**src/rtl/nbit_demux_reg_pkg.sv**
```systemverilog
// Shared definitions for the registered 1-to-2 demultiplexer: select
// encodings, FIFO geometry and the pointer helper.
package demux_pkg;

    localparam logic SEL_A = 1'b0;
    localparam logic SEL_B = 1'b1;

    localparam int FIFO_DEPTH = 32'sd2;

    typedef logic [1:0] count_t;

    localparam count_t COUNT_EMPTY = 2'd0;
    localparam count_t COUNT_FULL  = 2'd2;

    // Two entries, so advancing a pointer mod 2 is a toggle.
    function automatic logic ptr_next(input logic ptr);
        return ~ptr;
    endfunction

endpackage

```
**src/rtl/nbit_demux_reg_fifo2.sv**
```systemverilog
// Two-entry synchronous FIFO used for each output channel of nbit_demux_reg.
// Push is ignored when full and pop is ignored when empty.
module demux_fifo2
    import demux_pkg::*;
#(
    parameter int N = 32
) (
    input  logic         clk,
    input  logic         rst,
    input  logic         flush,
    input  logic         push,
    input  logic [N-1:0] push_data,
    output logic         full,
    input  logic         pop,
    output logic         empty,
    output logic [N-1:0] head_data
);

    logic [N-1:0] mem_r [FIFO_DEPTH];
    logic         rd_ptr_r;
    logic         wr_ptr_r;
    count_t       count_r;
    logic         push_en_s;
    logic         pop_en_s;

    assign full      = (count_r == COUNT_FULL);
    assign empty     = (count_r == COUNT_EMPTY);
    assign head_data = mem_r[rd_ptr_r];

    // Qualify requests against occupancy so count can never over/underflow.
    always_comb begin
        push_en_s = push && !full;
        pop_en_s  = pop && !empty;
    end

    // Pointers and occupancy; reset and flush both empty the FIFO.
    always_ff @(posedge clk) begin
        if (rst || flush) begin
            rd_ptr_r <= 1'b0;
            wr_ptr_r <= 1'b0;
            count_r  <= COUNT_EMPTY;
        end else begin
            if (push_en_s) begin
                wr_ptr_r <= ptr_next(wr_ptr_r);
            end
            if (pop_en_s) begin
                rd_ptr_r <= ptr_next(rd_ptr_r);
            end
            case ({push_en_s, pop_en_s})
                2'b10:   count_r <= count_r + 2'd1;
                2'b01:   count_r <= count_r - 2'd1;
                default: count_r <= count_r;
            endcase
        end
    end

    // Data storage carries no reset; entries are only visible when counted.
    always_ff @(posedge clk) begin
        if (push_en_s) begin
            mem_r[wr_ptr_r] <= push_data;
        end
    end

endmodule

```
**src/rtl/nbit_demux_reg.sv**
```systemverilog
// Registered 1-to-2 demultiplexer: steers each accepted word to output A or B
// through an independent 2-entry FIFO so one stalled consumer never blocks the other.
module nbit_demux_reg
    import demux_pkg::*;
#(
    parameter int N = 32
) (
    input  logic         clk,
    input  logic         rst,
    input  logic         flush,
    input  logic         in_valid,
    input  logic [N-1:0] in_data,
    input  logic         in_sel,
    output logic         in_ready,
    output logic         a_valid,
    output logic [N-1:0] a_data,
    input  logic         a_ready,
    output logic         b_valid,
    output logic [N-1:0] b_data,
    input  logic         b_ready
);

    logic a_full_s;
    logic a_empty_s;
    logic b_full_s;
    logic b_empty_s;
    logic a_push_s;
    logic b_push_s;
    logic a_pop_s;
    logic b_pop_s;

    // Ready looks only at the selected FIFO's registered fullness, so a pop
    // in the same cycle never frees space for the incoming word.
    always_comb begin
        in_ready = 1'b0;
        a_push_s = 1'b0;
        b_push_s = 1'b0;
        if (flush) begin
            in_ready = 1'b0;
        end else if (in_sel == SEL_B) begin
            in_ready = !b_full_s;
        end else begin
            in_ready = !a_full_s;
        end
        if (in_valid && in_ready) begin
            if (in_sel == SEL_B) begin
                b_push_s = 1'b1;
            end else begin
                a_push_s = 1'b1;
            end
        end else begin
            a_push_s = 1'b0;
            b_push_s = 1'b0;
        end
    end

    // Output handshakes; each channel pops only from its own FIFO.
    always_comb begin
        a_valid = !a_empty_s;
        b_valid = !b_empty_s;
        a_pop_s = a_valid && a_ready;
        b_pop_s = b_valid && b_ready;
    end

    demux_fifo2 #(.N(N)) u_fifo_a (
        .clk       (clk),
        .rst       (rst),
        .flush     (flush),
        .push      (a_push_s),
        .push_data (in_data),
        .full      (a_full_s),
        .pop       (a_pop_s),
        .empty     (a_empty_s),
        .head_data (a_data)
    );

    demux_fifo2 #(.N(N)) u_fifo_b (
        .clk       (clk),
        .rst       (rst),
        .flush     (flush),
        .push      (b_push_s),
        .push_data (in_data),
        .full      (b_full_s),
        .pop       (b_pop_s),
        .empty     (b_empty_s),
        .head_data (b_data)
    );

endmodule
```
**config.mk**
```make
export PLATFORM = sky130hd
export DESIGN_NAME = nbit_demux_reg
export DESIGN_NICKNAME = d
export VERILOG_FILES = /design/src/rtl/nbit_demux_reg_pkg.sv /design/src/rtl/nbit_demux_reg_fifo2.sv /design/src/rtl/nbit_demux_reg.sv
export SDC_FILE = /design/constraint.sdc
export NUM_CORES = 1
export LEC_CHECK = 0
export ABC_AREA = 1
export BUFFER_PORTS_ARGS = -buffer_cell sky130_fd_sc_hd__buf_2
export CORE_UTILIZATION = 60
export CTS_BUF_LIST = sky130_fd_sc_hd__clkbuf_8
export CTS_CLUSTER_DIAMETER = 50
export DETAILED_ROUTE_END_ITERATION = 6
export HOLD_SLACK_MARGIN = 0.02
export PLACE_DENSITY = 0.83
export SYNTH_ARGS = -nofsm -noshare
export SYNTH_HDL_FRONTEND = slang
export SYNTH_SLANG_ARGS = --single-unit
export TNS_END_PERCENT = 50
```
**constraint.sdc**
```tcl
create_clock -name clk -period 6.85 [get_ports clk]
set_clock_uncertainty 0.15 [all_clocks]
set_input_delay 0.685 -clock clk [delete_from_list [all_inputs] [get_ports clk]]
set_output_delay 0.685 -clock clk [all_outputs]
set_load 0.005 [all_outputs]
```
==> results of run 1 <==
==> power by group <==
part	internal, mW	switching (mW)	total [mW]
Combinational	0.0254	0.0343	0.0598
Clock	0.397	0.305	0.702
Sequential	0.935	0.00473	0.940
Total	1.36	0.344	1.70
==> routing by layer <==
layer / vias up / share of wire / track usage
met5: - / 0 / 0
met2: 97 / 0.54 / 0.365
met1: 1288 / 0.39 / 0.243
met4: 0 / 0.0075 / 0.0821
li1: 1250 / - / -
met3: 8 / 0.057 / 0.0781
==> kinds of logic after synthesis <==
family	Yosys count
buffers and inverters	21
muxes	64
and+or+nand+nor	21
DFF	138
adders and majority gates	2
AOI/OAI and AO/OA	19
==> cells in the final DEF, fill, tap and decap left out, types with 3 or more instances in the layout <==
cell type / instances
sky130_fd_sc_hd__edfxtp_1: 128
sky130_fd_sc_hd__inv_1: 9
sky130_fd_sc_hd__clkinvlp_4: 4
sky130_fd_sc_hd__mux2_2: 4
sky130_fd_sc_hd__clkinv_4: 4
sky130_fd_sc_hd__o21ai_0: 6
sky130_fd_sc_hd__inv_2: 5
sky130_fd_sc_hd__dfxtp_1: 8
sky130_fd_sc_hd__nor2_4: 3
sky130_fd_sc_hd__buf_2: 105
sky130_fd_sc_hd__nand2_1: 7
sky130_fd_sc_hd__clkbuf_8: 17
sky130_fd_sc_hd__bufinv_16: 4
sky130_fd_sc_hd__a21oi_1: 11
sky130_fd_sc_hd__nor2_1: 3
sky130_fd_sc_hd__mux2_1: 60
==> stage by stage <==
stage          utilization  instances  total power, mW  hold WS [ns]
3_3_place_gp         0.693        467             1.01         0.284
3_5_place_dp         0.693        467             1.02         0.295
4_1_cts              0.746        499             1.71         0.279
6_report             0.746        499             1.70         0.306
2_1_floorplan            -        265            0.980         0.280
5_1_grt              0.746        499             1.75         0.285
==> path summary, 6_finish.rpt <==
| path | start | end | slack [ns] | cells past startpoint |
|---|---|---|---|---|
| min reg2reg | u_fifo_a.rd_ptr_r | flop | 0.31 | 1 |
| min | rst | u_fifo_a.count_r[0] | 0.31 | 2 |
| max reg2reg | u_fifo_a.count_r[0] | u_fifo_b.mem_r[1][28] | 4.49 | 6 |
| max | flop | a_data[0] | 4.13 | 2 |
==> layout make-up <==
class,count,area (sq um)
Clock buffer,17,234
Fill cell,506,2100
Tap cell,105,131
Inverter,13,48.8
Clock inverter,15,201
Sequential cell,138,4050
Timing Repair Buffer,105,526
Multi-Input combinational cell,106,973
==> critical path: stages, from the launching register on <==
cell	delay (ns)
sky130_fd_sc_hd__dfxtp_2	0.90
sky130_fd_sc_hd__mux2_2	0.42
sky130_fd_sc_hd__buf_2	0.13
==> sequential cells by signal, summed over array words and instances, names as in the netlist, named ones only <==
name and flops:
u_fifo_a.mem_r 64, u_fifo_b.mem_r 64, u_fifo_a.count_r 2, u_fifo_b.count_r 2, u_fifo_a.rd_ptr_r 1, u_fifo_a.wr_ptr_r 1
u_fifo_b.rd_ptr_r 1, u_fifo_b.wr_ptr_r 1
==> impl_table.tex, run 1 <==
\begin{tabular}{lr}
\hline
Metric & Value \\
\hline
\multicolumn{2}{l}{\textbf{STA}} \\
\quad Minimum setup slack in the final design & between 4 and 5 ns \\
\quad Portion of the clock cycle consumed by the worst path in the final layout & 0.397 \\
\quad Minimum period implied by the final worst setup slack & $\sim$2.7 ns \\
\quad Accumulated negative setup slack & 0 ns \\
\quad Transition at the pin with the smallest max-transition slack & 1.29 ns \\
\quad Total count of max-transition violations in the final report & 0 \\
\quad Max Clk Rate & between 0.3 and 0.4 GHz \\
\quad Setup repair after global routing missed its margin & false \\
\quad Number of hold violations in the final report & 0 \\
\quad Slew HR & 0.136 \\
\quad Final setup vio count & 0 \\
\multicolumn{2}{l}{\textbf{GRT}} \\
\quad Combined global-route utilization of all metal layers & 0.213 \\
\quad Largest net degree at the start of global routing & 33 \\
\quad Residual overflow from global routing & 0 \\
\quad Number of global-route vias before repair & around 2600 \\
\quad Antenna violations before repair & 0 \\
\quad Global-route wire length before repair & 13000 microns \\
\multicolumn{2}{l}{\textbf{Place}} \\
\quad Worst slack at placement & around 4.1 ns \\
\quad Dpl hpwl & approximately 5500 microns \\
\quad Final GP Congestion & approximately 0.7 \\
\quad Number of buffers added on ports & 105 \\
\quad Cell area after placement & about 0.0057 sq mm \\
\multicolumn{2}{l}{\textbf{Logic synthesis}} \\
\quad Share of synthesized cell area in full adder, half adder and majority cells & 0.00488 \\
\quad Complex-gate fraction of the synthesized area & 0.0186 \\
\quad Largest cells by area after synthesis & sky130\_fd\_sc\_hd\_\_edfxtp\_1, sky130\_fd\_sc\_hd\_\_mux2\_1, sky130\_fd\_sc\_hd\_\_dfxtp\_1 \\
\quad Basic-gate share of the synthesized area counting and, or, nand and nor cells & 0.0220 \\
\quad Number of instances in the synthesized netlist & about 270 \\
\quad Syn Std Cell Area & 0.00512 sq mm \\
\quad Share of synthesized flip-flops with an asynchronous set or reset & 0 \\
\quad Most common cell in the synthesized netlist & sky130\_fd\_sc\_hd\_\_edfxtp\_1 \\
\quad Mean Syn Cell Area & slightly below 20 sq um \\
\quad Number of distinct standard cells referenced by the synthesized netlist & 19 \\
\quad Fraction of synthesized cell area taken by the top area cell type & 0.750 \\
\quad Xor/xnor cell area share of the yosys netlist & 0 \\
\quad Combinational family with the most area after synthesis & multiplexers \\
\quad Number of storage elements in the synthesis netlist & between 100 and 150 \\
\quad Count of flip-flops with a built-in enable after synthesis & approximately 130 \\
\quad Dominant synthesized flop cell & sky130\_fd\_sc\_hd\_\_edfxtp\_1 \\
\quad Proportion of synthesized chip area in sequential cells & 0.789 \\
\quad Count of warnings emitted by yosys & 0 \\
\quad Multiplexer fraction of the synthesized cell area & 0.141 \\
\quad Top cells by count, synth & sky130\_fd\_sc\_hd\_\_edfxtp\_1, sky130\_fd\_sc\_hd\_\_mux2\_1, sky130\_fd\_sc\_hd\_\_a21oi\_1, sky130\_fd\_sc\_hd\_\_dfxtp\_1, sky130\_fd\_sc\_hd\_\_inv\_1 \\
\quad Cell taking the most area after synthesis & sky130\_fd\_sc\_hd\_\_edfxtp\_1 \\
\quad Synth Net Count & 306 \\
\multicolumn{2}{l}{\textbf{Finish}} \\
\quad Inserted Diodes & 0 \\
\quad Fraction of layout cells with a size suffix above 1 & 0.391 \\
\quad Final \#Nets & approximately 420 \\
\quad Design area & a little over 0.006 sq mm \\
\quad P\&R area growth vs syn & 20.2\% \\
\multicolumn{2}{l}{\textbf{Clock network}} \\
\quad Number of buffers inserted for hold repair after clock tree synthesis & 0 \\
\quad Clk root buf & sky130\_fd\_sc\_hd\_\_clkbuf\_8 \\
\quad Clock-pin slew reported for the worst setup and hold paths after clock tree synthesis & approximately 0.080 ns \\
\quad Clock Tree Buf Depth & 2 \\
\quad Clock buffer count from CTS & 17 \\
\quad H-tree depth & 4 \\
\quad Clock insertion delay at the later pin of the skew report & 0.42 ns \\
\quad Clock tree from TritonCTS & done \\
\quad Clk sinks & about 140 \\
\quad Post-CTS resize count & 0 \\
\quad Number of setup buffers added after CTS & 0 \\
\multicolumn{2}{l}{\textbf{Die}} \\
\quad Chip Width & 94.4 microns \\
\quad Number of placed I/O pins & 106 \\
\quad Initial cell density of the core & 0.620 \\
\quad Die Span Y & about 94 microns \\
\quad Die Area & 0.00891 sq mm \\
\quad Core Box Area & about 0.0083 sq mm \\
\quad Number of rows created at floorplan & 33 \\
\multicolumn{2}{l}{\textbf{Setup path}} \\
\quad Critical path data arrival time & 1.88 ns \\
\quad Worst path required time & 6.01 ns \\
\quad Startpoint types & flop \\
\quad CP Max Fanout & 32 \\
\quad Critical Setup Path Class & flop to output port \\
\quad Sort of element at the end of the critical path & output port \\
\multicolumn{2}{l}{\textbf{Route}} \\
\quad Final ANT Viol Nets & 0 \\
\quad Drt initial violations & around 140 \\
\quad Vias per inst & about 5.3 \\
\quad Number of detailed-routing iterations run before antenna repair & 4 \\
\quad Vias & between 2000 and 3000 \\
\quad Total wirelength of the detailed-routed design & about 9000 microns \\
\quad \# DRC & 0 \\
\quad Detailed-route wire length per cell & 17.7 microns \\
\multicolumn{2}{l}{\textbf{Power and ir drop}} \\
\quad PD cells & about 280 mW/mm\^{}2 \\
\quad Static leakage & approximately 2.3 nW \\
\quad Worst vdd ir & about 0.00019 V \\
\multicolumn{2}{l}{\textbf{Run}} \\
\quad Maxcap violations & 0 \\
\multicolumn{2}{l}{\textbf{Min path}} \\
\quad Worst hold-check path type & primary input to flop \\
\multicolumn{2}{l}{\textbf{Outcome}} \\
\quad Result of the run & completed \\
\hline
\end{tabular}
Note: power is estimated with default switching activity, not from simulation.
==> run 2, diff against run 1 <==
CORE_UTILIZATION = 51   (was 60)
PLACE_DENSITY = 0.75   (was 0.83)
clock period = 2.5 ns   (was 6.85 ns; I/O delays follow)
==> run 2 against run 1 <==
Routed wire length up 5.7%. Clock power up 140%. Critical path depth up 6. Highest routed layer unchanged. Flip-flop and latch count unchanged. First-iteration DRC count down 24%. Worst setup slack worse by 3.9 ns. Global-route usage down 2.5 points. Sequential power rose to 2.7 times the previous value. Hold slack worse by 0.18 ns. Sequential share of layout area down 4.7 points. Non-clock buffer count up 49.
==> impl_table.tex, run 2 (synthesis results as in run 1) <==
\begin{tabular}{lr}
\hline
Metric & Value \\
\hline
\multicolumn{2}{l}{\textbf{STA}} \\
\quad Minimum period implied by the final worst setup slack & roughly 2.3 ns \\
\quad Total count of max-transition violations in the final report & 0 (unchanged) \\
\quad Accumulated negative setup slack & 0 ns (unchanged) \\
\quad Final setup vio count & 0 (unchanged) \\
\quad Setup repair after global routing missed its margin & false \\
\quad Portion of the clock cycle consumed by the worst path in the final layout & 0.915 \\
\quad Number of hold violations in the final report & 0 (unchanged) \\
\quad Minimum setup slack in the final design & 0.212 ns (-3.92 ns) \\
\quad Slew HR & 0.627 (+0.491) \\
\quad Transition at the pin with the smallest max-transition slack & 0.559 ns (-0.735 ns) \\
\quad Max Clk Rate & approximately 0.44 GHz \\
\multicolumn{2}{l}{\textbf{Finish}} \\
\quad Largest registers & u\_fifo\_a.mem\_r: 64 flops, u\_fifo\_b.mem\_r: 64 flops \\
\quad P\&R area growth vs syn & 29.4\% \\
\quad Inserted Diodes & 0 (unchanged) \\
\quad Fraction of layout cells with a size suffix above 1 & 0.370 (-0.0207) \\
\quad Commonest cells after routing, fill and taps aside & sky130\_fd\_sc\_hd\_\_edfxtp\_1, sky130\_fd\_sc\_hd\_\_buf\_2, sky130\_fd\_sc\_hd\_\_mux2\_1 \\
\quad Design area & 0.00663 sq mm (+7.6\%) \\
\quad Most frequent standard cell in the layout excluding fill and tap cells & sky130\_fd\_sc\_hd\_\_edfxtp\_1 \\
\quad Final \#Nets & 471 (+12\%) \\
\multicolumn{2}{l}{\textbf{Setup path}} \\
\quad Sort of element at the end of the critical path & flop \\
\quad Launching point of the worst reg2reg path & u\_fifo\_a.count\_r[0] \\
\quad Worst reg2reg path endpoint & u\_fifo\_a.count\_r[0] \\
\quad R2R Setup Slk & 0.27 ns (-4.22 ns) \\
\quad Startpoint types & primary input \\
\quad Critical path data arrival time & 2.51 ns (+0.63 ns) \\
\quad Critical Setup Path Class & primary input to flop \\
\quad Depth of the worst register-to-register path & 7 (+1) \\
\quad Worst path required time & 2.73 ns (-3.28 ns) \\
\quad CP Max Fanout & 5 (-84\%) \\
\multicolumn{2}{l}{\textbf{Route}} \\
\quad Met2 wire length & 4540 microns (-5.4\%) \\
\quad Vias per inst & 4.97 (-6.3\%) \\
\quad Drt initial violations & 107 (-24\%) \\
\quad Number of detailed-routing iterations run before antenna repair & 4 (unchanged) \\
\quad Vias & 2860 (+8.2\%) \\
\quad \# DRC & 0 (unchanged) \\
\quad Detailed-route wire length per cell & 16.2 microns (-8.4\%) \\
\quad Total wirelength of the detailed-routed design & 9330 microns (+5.7\%) \\
\quad Top sig layer & met4 \\
\quad Routed metal-1 wire length & 4100 microns (+19\%) \\
\quad Met3 Wirelength & 606 microns (+20\%) \\
\quad Final ANT Viol Nets & 0 (unchanged) \\
\multicolumn{2}{l}{\textbf{Place}} \\
\quad Number of buffers added on ports & 105 (unchanged) \\
\quad Worst slack at placement & 0.533 ns (-3.55 ns) \\
\quad Dpl hpwl & 6200 microns (+13\%) \\
\quad Final GP Congestion & 0.739 (+4.3\%) \\
\quad Cell area after placement & 0.00586 sq mm (+2.4\%) \\
\multicolumn{2}{l}{\textbf{Min path}} \\
\quad Hold endpoint & u\_fifo\_a.wr\_ptr\_r \\
\quad Hold path cells & 3 (+1) \\
\quad Worst hold-check path type & primary input to flop \\
\quad Hold Startpoint & in\_valid \\
\multicolumn{2}{l}{\textbf{Power and ir drop}} \\
\quad Static leakage & 2.48 nW (+9.6\%) \\
\quad PD cells & 674 mW/mm\^{}2 (+140\%) \\
\quad Worst vdd ir & 0.000412 V (+120\%) \\
\multicolumn{2}{l}{\textbf{GRT}} \\
\quad Global-route wire length before repair & 13900 microns (+6.8\%) \\
\quad Residual overflow from global routing & 0 (unchanged) \\
\quad Largest net degree at the start of global routing & 23 (-30\%) \\
\quad Number of global-route vias before repair & 2872 (+9.8\%) \\
\quad Combined global-route utilization of all metal layers & 0.188 (-0.0252) \\
\quad Antenna violations before repair & 0 (unchanged) \\
\multicolumn{2}{l}{\textbf{Clock network}} \\
\quad H-tree depth & 4 (unchanged) \\
\quad Clock buffer count from CTS & 17 (unchanged) \\
\quad Number of setup buffers added after CTS & 0 (unchanged) \\
\quad Clock tree from TritonCTS & done \\
\quad Clk root buf & sky130\_fd\_sc\_hd\_\_clkbuf\_8 \\
\quad Clock-pin slew reported for the worst setup and hold paths after clock tree synthesis & 0.08 ns (about the same) \\
\quad Clk sinks & 138 (unchanged) \\
\quad Clock Tree Buf Depth & 2 (unchanged) \\
\quad Post-CTS resize count & 0 (unchanged) \\
\quad Clock insertion delay at the later pin of the skew report & 0.43 ns (about the same) \\
\multicolumn{2}{l}{\textbf{Die}} \\
\quad Number of placed I/O pins & 106 (unchanged) \\
\quad Chip Width & 102 microns (+8.3\%) \\
\quad Initial cell density of the core & 0.524 (-0.0963) \\
\quad Number of rows created at floorplan & 36 (+9.1\%) \\
\quad Die Span Y & 102 microns (+8.3\%) \\
\quad Die Area & 0.0105 sq mm (+17\%) \\
\quad Core Box Area & 0.00977 sq mm (+18\%) \\
\multicolumn{2}{l}{\textbf{Run}} \\
\quad Maxcap violations & 0 (unchanged) \\
\multicolumn{2}{l}{\textbf{Outcome}} \\
\quad Result of the run & completed \\
\hline
\end{tabular}
-- run 2: cell types whose count changed in the layout (fill, tap and decap cells not counted), moves of 2 or more --
cell | before | now
sky130_fd_sc_hd__dlygate4sd3_1 | 0 | 39
sky130_fd_sc_hd__buf_4 | 0 | 8
sky130_fd_sc_hd__clkinv_2 | 0 | 5
sky130_fd_sc_hd__buf_12 | 0 | 2
sky130_fd_sc_hd__bufinv_16 | 4 | 2
sky130_fd_sc_hd__clkinv_4 | 4 | 2
-- run 2: what timing repair did --
action                                  in CTS  in global routing
hold buffers                                39                  0
endpoints found under the setup margin       0                  0
hold endpoints to repair                   138                  0
-- run 2: area by class of cell --
| cell class | count | area, sq um |
|---|---|---|
| Clock buffer | 18 | 248 |
| Clock inverter | 14 | 133 |
| Fill cell | 658 | 3140 |
| Inverter | 13 | 48.8 |
| Multi-Input combinational cell | 106 | 973 |
| Sequential cell | 138 | 4050 |
| Tap cell | 133 | 166 |
| Timing Repair Buffer | 154 | 1020 |
-- run 2: where the power goes --
part | internal [mW] | switching, mW
sequential | 2.56 | 0.0112
clock | 0.897 | 0.780
combinational | 0.114 | 0.106
-- run 2: how the worst max path moves through the flow --
| stage | startpoint | end | slack, ns | cells past startpoint |
|---|---|---|---|---|
| after floorplan | u_fifo_a.count_r[0] | u_fifo_a.mem_r[0][0] | -0.04 | 4 |
| after global routing | u_fifo_a.count_r[0] | u_fifo_a.count_r[0] | 0.12 | 7 |
| final | in_sel | u_fifo_a.count_r[0] | 0.21 | 8 |
| after global placement | u_fifo_a.count_r[0] | u_fifo_a.mem_r[0][24] | 0.59 | 5 |
| after detailed placement | u_fifo_a.count_r[0] | u_fifo_a.mem_r[0][24] | 0.53 | 5 |
| after CTS | flop | a_data[11] | 0.17 | 3 |
-- run 2: stage by stage --
step | total power, mW | hold slack, ns | instances | util
2_1_floorplan | 2.69 | 0.178 | 265 | -
3_3_place_gp | 2.79 | 0.282 | 505 | 0.600
3_5_place_dp | 2.80 | 0.289 | 505 | 0.600
4_1_cts | 4.52 | 0.0963 | 576 | 0.678
5_1_grt | 4.64 | 0.136 | 576 | 0.678
6_report | 4.47 | 0.129 | 576 | 0.678
-- run 2: routing by layer --
| layer | GRT usage | vias to the layer above |
|---|---|---|
| li1 | - | 1345 |
| met1 | 0.231 | 1399 |
| met2 | 0.307 | 103 |
| met3 | 0.0677 | 13 |
| met4 | 0.0692 | 0 |
| met5 | 0 | - |
-- run 2: worst max-delay path, stage by stage --
cell and delay (ns):
sky130_fd_sc_hd__dlygate4sd3_1 0.53, sky130_fd_sc_hd__buf_2 0.16, sky130_fd_sc_hd__inv_2 0.07, sky130_fd_sc_hd__nand4_2 0.23, sky130_fd_sc_hd__ha_1 0.41, sky130_fd_sc_hd__nor2_1 0.06
sky130_fd_sc_hd__nor4_1 0.23, sky130_fd_sc_hd__dlygate4sd3_1 0.58
==> run 3, diff against run 2 <==
CORE_UTILIZATION = 35   (was 51)
PLACE_DENSITY = 0.52   (was 0.75)
clock period = 2.15 ns   (was 2.5 ns; I/O delays follow)
==> run 3 against run 2 <==
Critical path type unchanged. Routed wire length grew 5.4%. Critical path depth grew 3. Cell count grew 8.2%. Sequential share of layout area shrank 0.49 points. Largest power group unchanged.
==> impl_table.tex, run 3 (synthesis results as in run 1) <==
\begin{tabular}{lr}
\hline
Metric & Value \\
\hline
\multicolumn{2}{l}{\textbf{Setup path}} \\
\quad Critical Setup Path Class & primary input to flop \\
\quad CP Max Fanout & 5 (unchanged) \\
\quad Worst path required time & 2.31 ns (-0.42 ns) \\
\quad Sort of element at the end of the critical path & flop \\
\quad Depth of the worst register-to-register path & 10 (+3) \\
\quad Startpoint types & primary input \\
\quad Critical path data arrival time & 2.18 ns (-0.33 ns) \\
\quad Launching point of the worst reg2reg path & u\_fifo\_a.count\_r[0] \\
\quad Worst reg2reg path endpoint & u\_fifo\_b.count\_r[1] \\
\quad R2R Setup Slk & 0.17 ns (-0.10 ns) \\
\multicolumn{2}{l}{\textbf{Clock network}} \\
\quad Clk root buf & sky130\_fd\_sc\_hd\_\_clkbuf\_8 \\
\quad Clock tree from TritonCTS & done \\
\quad H-tree depth & 4 (unchanged) \\
\quad Clock-pin slew reported for the worst setup and hold paths after clock tree synthesis & 0.07 ns (about the same) \\
\quad Clock Tree Buf Depth & 2 (unchanged) \\
\quad Clock insertion delay at the later pin of the skew report & 0.43 ns (about the same) \\
\quad Clock buffer count from CTS & 17 (unchanged) \\
\quad Clk sinks & 138 (unchanged) \\
\quad Number of setup buffers added after CTS & 0 (unchanged) \\
\multicolumn{2}{l}{\textbf{Finish}} \\
\quad Fraction of layout cells with a size suffix above 1 & 0.359 (-0.0113) \\
\quad Most frequent standard cell in the layout excluding fill and tap cells & sky130\_fd\_sc\_hd\_\_edfxtp\_1 \\
\quad Commonest cells after routing, fill and taps aside & sky130\_fd\_sc\_hd\_\_edfxtp\_1, sky130\_fd\_sc\_hd\_\_buf\_2, sky130\_fd\_sc\_hd\_\_mux2\_1 \\
\quad P\&R area growth vs syn & 30.5\% \\
\quad \# fillers & 1216 (+85\%) \\
\quad Largest registers & u\_fifo\_a.mem\_r: 64 flops, u\_fifo\_b.mem\_r: 64 flops \\
\quad Inserted Diodes & 0 (unchanged) \\
\quad Final \#Nets & 471 (unchanged) \\
\multicolumn{2}{l}{\textbf{GRT}} \\
\quad Combined global-route utilization of all metal layers & 0.136 (-0.0517) \\
\quad Number of global-route vias before repair & 2717 (-5.4\%) \\
\quad Residual overflow from global routing & 0 (unchanged) \\
\quad Antenna violations before repair & 0 (unchanged) \\
\quad Largest net degree at the start of global routing & 33 (+43\%) \\
\quad Global-route wire length before repair & 14500 microns (+4.2\%) \\
\multicolumn{2}{l}{\textbf{STA}} \\
\quad Accumulated negative setup slack & 0 ns (unchanged) \\
\quad Minimum period implied by the final worst setup slack & a little over 2 ns \\
\quad Transition at the pin with the smallest max-transition slack & 0.334 ns (-0.225 ns) \\
\quad Max Clk Rate & around 0.50 GHz \\
\quad Setup repair after global routing missed its margin & false \\
\quad Portion of the clock cycle consumed by the worst path in the final layout & 0.938 \\
\quad Number of hold violations in the final report & 0 (unchanged) \\
\quad Total count of max-transition violations in the final report & 0 (unchanged) \\
\quad Final setup vio count & 0 (unchanged) \\
\quad Slew HR & 0.777 (+0.150) \\
\multicolumn{2}{l}{\textbf{Route}} \\
\quad Detailed-route wire length per cell & 15.8 microns (-2.5\%) \\
\quad Vias & 2806 (-1.9\%) \\
\quad Vias per inst & 4.50 (-9.3\%) \\
\quad Drt initial violations & 146 (+36\%) \\
\quad Total wirelength of the detailed-routed design & 9840 microns (+5.4\%) \\
\quad \# DRC & 0 (unchanged) \\
\quad Number of detailed-routing iterations run before antenna repair & 4 (unchanged) \\
\quad Final ANT Viol Nets & 0 (unchanged) \\
\multicolumn{2}{l}{\textbf{Die}} \\
\quad Initial cell density of the core & 0.363 (-0.161) \\
\quad Number of placed I/O pins & 106 (unchanged) \\
\quad Number of rows created at floorplan & 43 (+19\%) \\
\quad Die Area & 0.0151 sq mm (+45\%) \\
\quad Core Box Area & 0.0141 sq mm (+44\%) \\
\quad Die Span Y & 123 microns (+20\%) \\
\quad Chip Width & 123 microns (+20\%) \\
\multicolumn{2}{l}{\textbf{Place}} \\
\quad Number of buffers added on ports & 105 (unchanged) \\
\quad Dpl hpwl & 6080 microns (-1.9\%) \\
\quad Final GP Congestion & 0.741 (+0.28\%) \\
\multicolumn{2}{l}{\textbf{Min path}} \\
\quad Hold endpoint & u\_fifo\_b.wr\_ptr\_r \\
\quad Hold path cells & 5 (+2) \\
\quad Worst hold-check path type & primary input to flop \\
\quad Hold Startpoint & in\_valid \\
\multicolumn{2}{l}{\textbf{Outcome}} \\
\quad Result of the run & completed \\
\multicolumn{2}{l}{\textbf{Power and ir drop}} \\
\quad Worst vdd ir & 0.000302 V (-27\%) \\
\quad PD cells & 766 mW/mm\^{}2 (+14\%) \\
\quad Total design power & 5.12 mW (+15\%) \\
\quad Static leakage & 2.47 nW (-0.22\%) \\
\multicolumn{2}{l}{\textbf{Run}} \\
\quad Maxcap violations & 0 (unchanged) \\
\hline
\end{tabular}
[run 3: cell count changes in the layout (fill, tap and decap cells not counted), sizes merged]
cell / change
inv: -1
clkbuf: -1
clkinvlp: -3
clkinv: +5
[run 3: final cells by class]
cell class | count | area, sq um | share of cell area
clock buffer | 17 | 234 | 0.0350
inverter | 13 | 48.8 | 0.00730
sequential | 138 | 4050 | 0.605
tap | 180 | 225 | 0.0337
multi-input combinational | 106 | 973 | 0.146
timing repair buffer | 154 | 1040 | 0.156
clock inverter | 15 | 116 | 0.0174
[run 3: stage by stage]
step / utilization / worst slack [ns] / hold WS [ns] / area, sq um / cells
floorplan: - / -0.391 / 0.143 / 5120 / 265
global placement: 0.422 / 0.341 / 0.261 / 5940 / 552
detailed placement: 0.422 / 0.166 / 0.266 / 5940 / 552
CTS: 0.474 / 0.114 / 0.0215 / 6690 / 623
global route: 0.474 / 0.00892 / 0.0730 / 6690 / 623
finish: 0.474 / 0.134 / 0.0632 / 6690 / 623
[run 3: timing repair]
item | CTS | global route
hold buffers | 39 | 0
hold endpoints to repair | 138 | 0
setup endpoints to repair | 0 | 1
gates resized for setup | 0 | 2
[run 3: worst max path at each step]
stage               slack [ns]  cells past startpoint           startpoint                    to
CTS                       0.11                      3                 flop            a_data[23]
detailed placement        0.17                     10  u_fifo_b.count_r[0]   u_fifo_b.count_r[1]
global placement          0.34                     10  u_fifo_b.count_r[0]   u_fifo_b.count_r[1]
finish                    0.13                     11               in_sel   u_fifo_b.count_r[1]
global route             0.009                     10  u_fifo_b.count_r[0]   u_fifo_b.count_r[1]
floorplan                -0.39                      4  u_fifo_a.count_r[0]  u_fifo_a.mem_r[0][0]
[run 3: routing by layer]
metal	vias to the layer above	global-route usage	routed length, microns	share of wire
li1	1341	-	-	-
met1	1364	0.177	4660	0.47
met2	91	0.204	4440	0.45
met3	10	0.0549	627	0.064
met4	0	0.0497	102	0.010
met5	-	0	0	0
[run 3: report_power, final]
part	switching [mW]	internal, mW	leakage [nW]
clock	0.882	0.986	0.192
combinational	0.126	0.135	1.04
sequential	0.00937	2.98	1.24
total	1.02	4.10	2.47
[run 3: worst max-delay path, cell delays in order]
cell	delay, ns
sky130_fd_sc_hd__dlygate4sd3_1	0.53
sky130_fd_sc_hd__buf_2	0.15
sky130_fd_sc_hd__nand3_1	0.09
sky130_fd_sc_hd__nand3_2	0.09
sky130_fd_sc_hd__nor2_2	0.13
sky130_fd_sc_hd__nand2_1	0.13
sky130_fd_sc_hd__ha_1	0.33
sky130_fd_sc_hd__a21oi_1	0.12
sky130_fd_sc_hd__o21ai_1	0.12
sky130_fd_sc_hd__o21ai_1	0.21
sky130_fd_sc_hd__a21oi_1	0.08
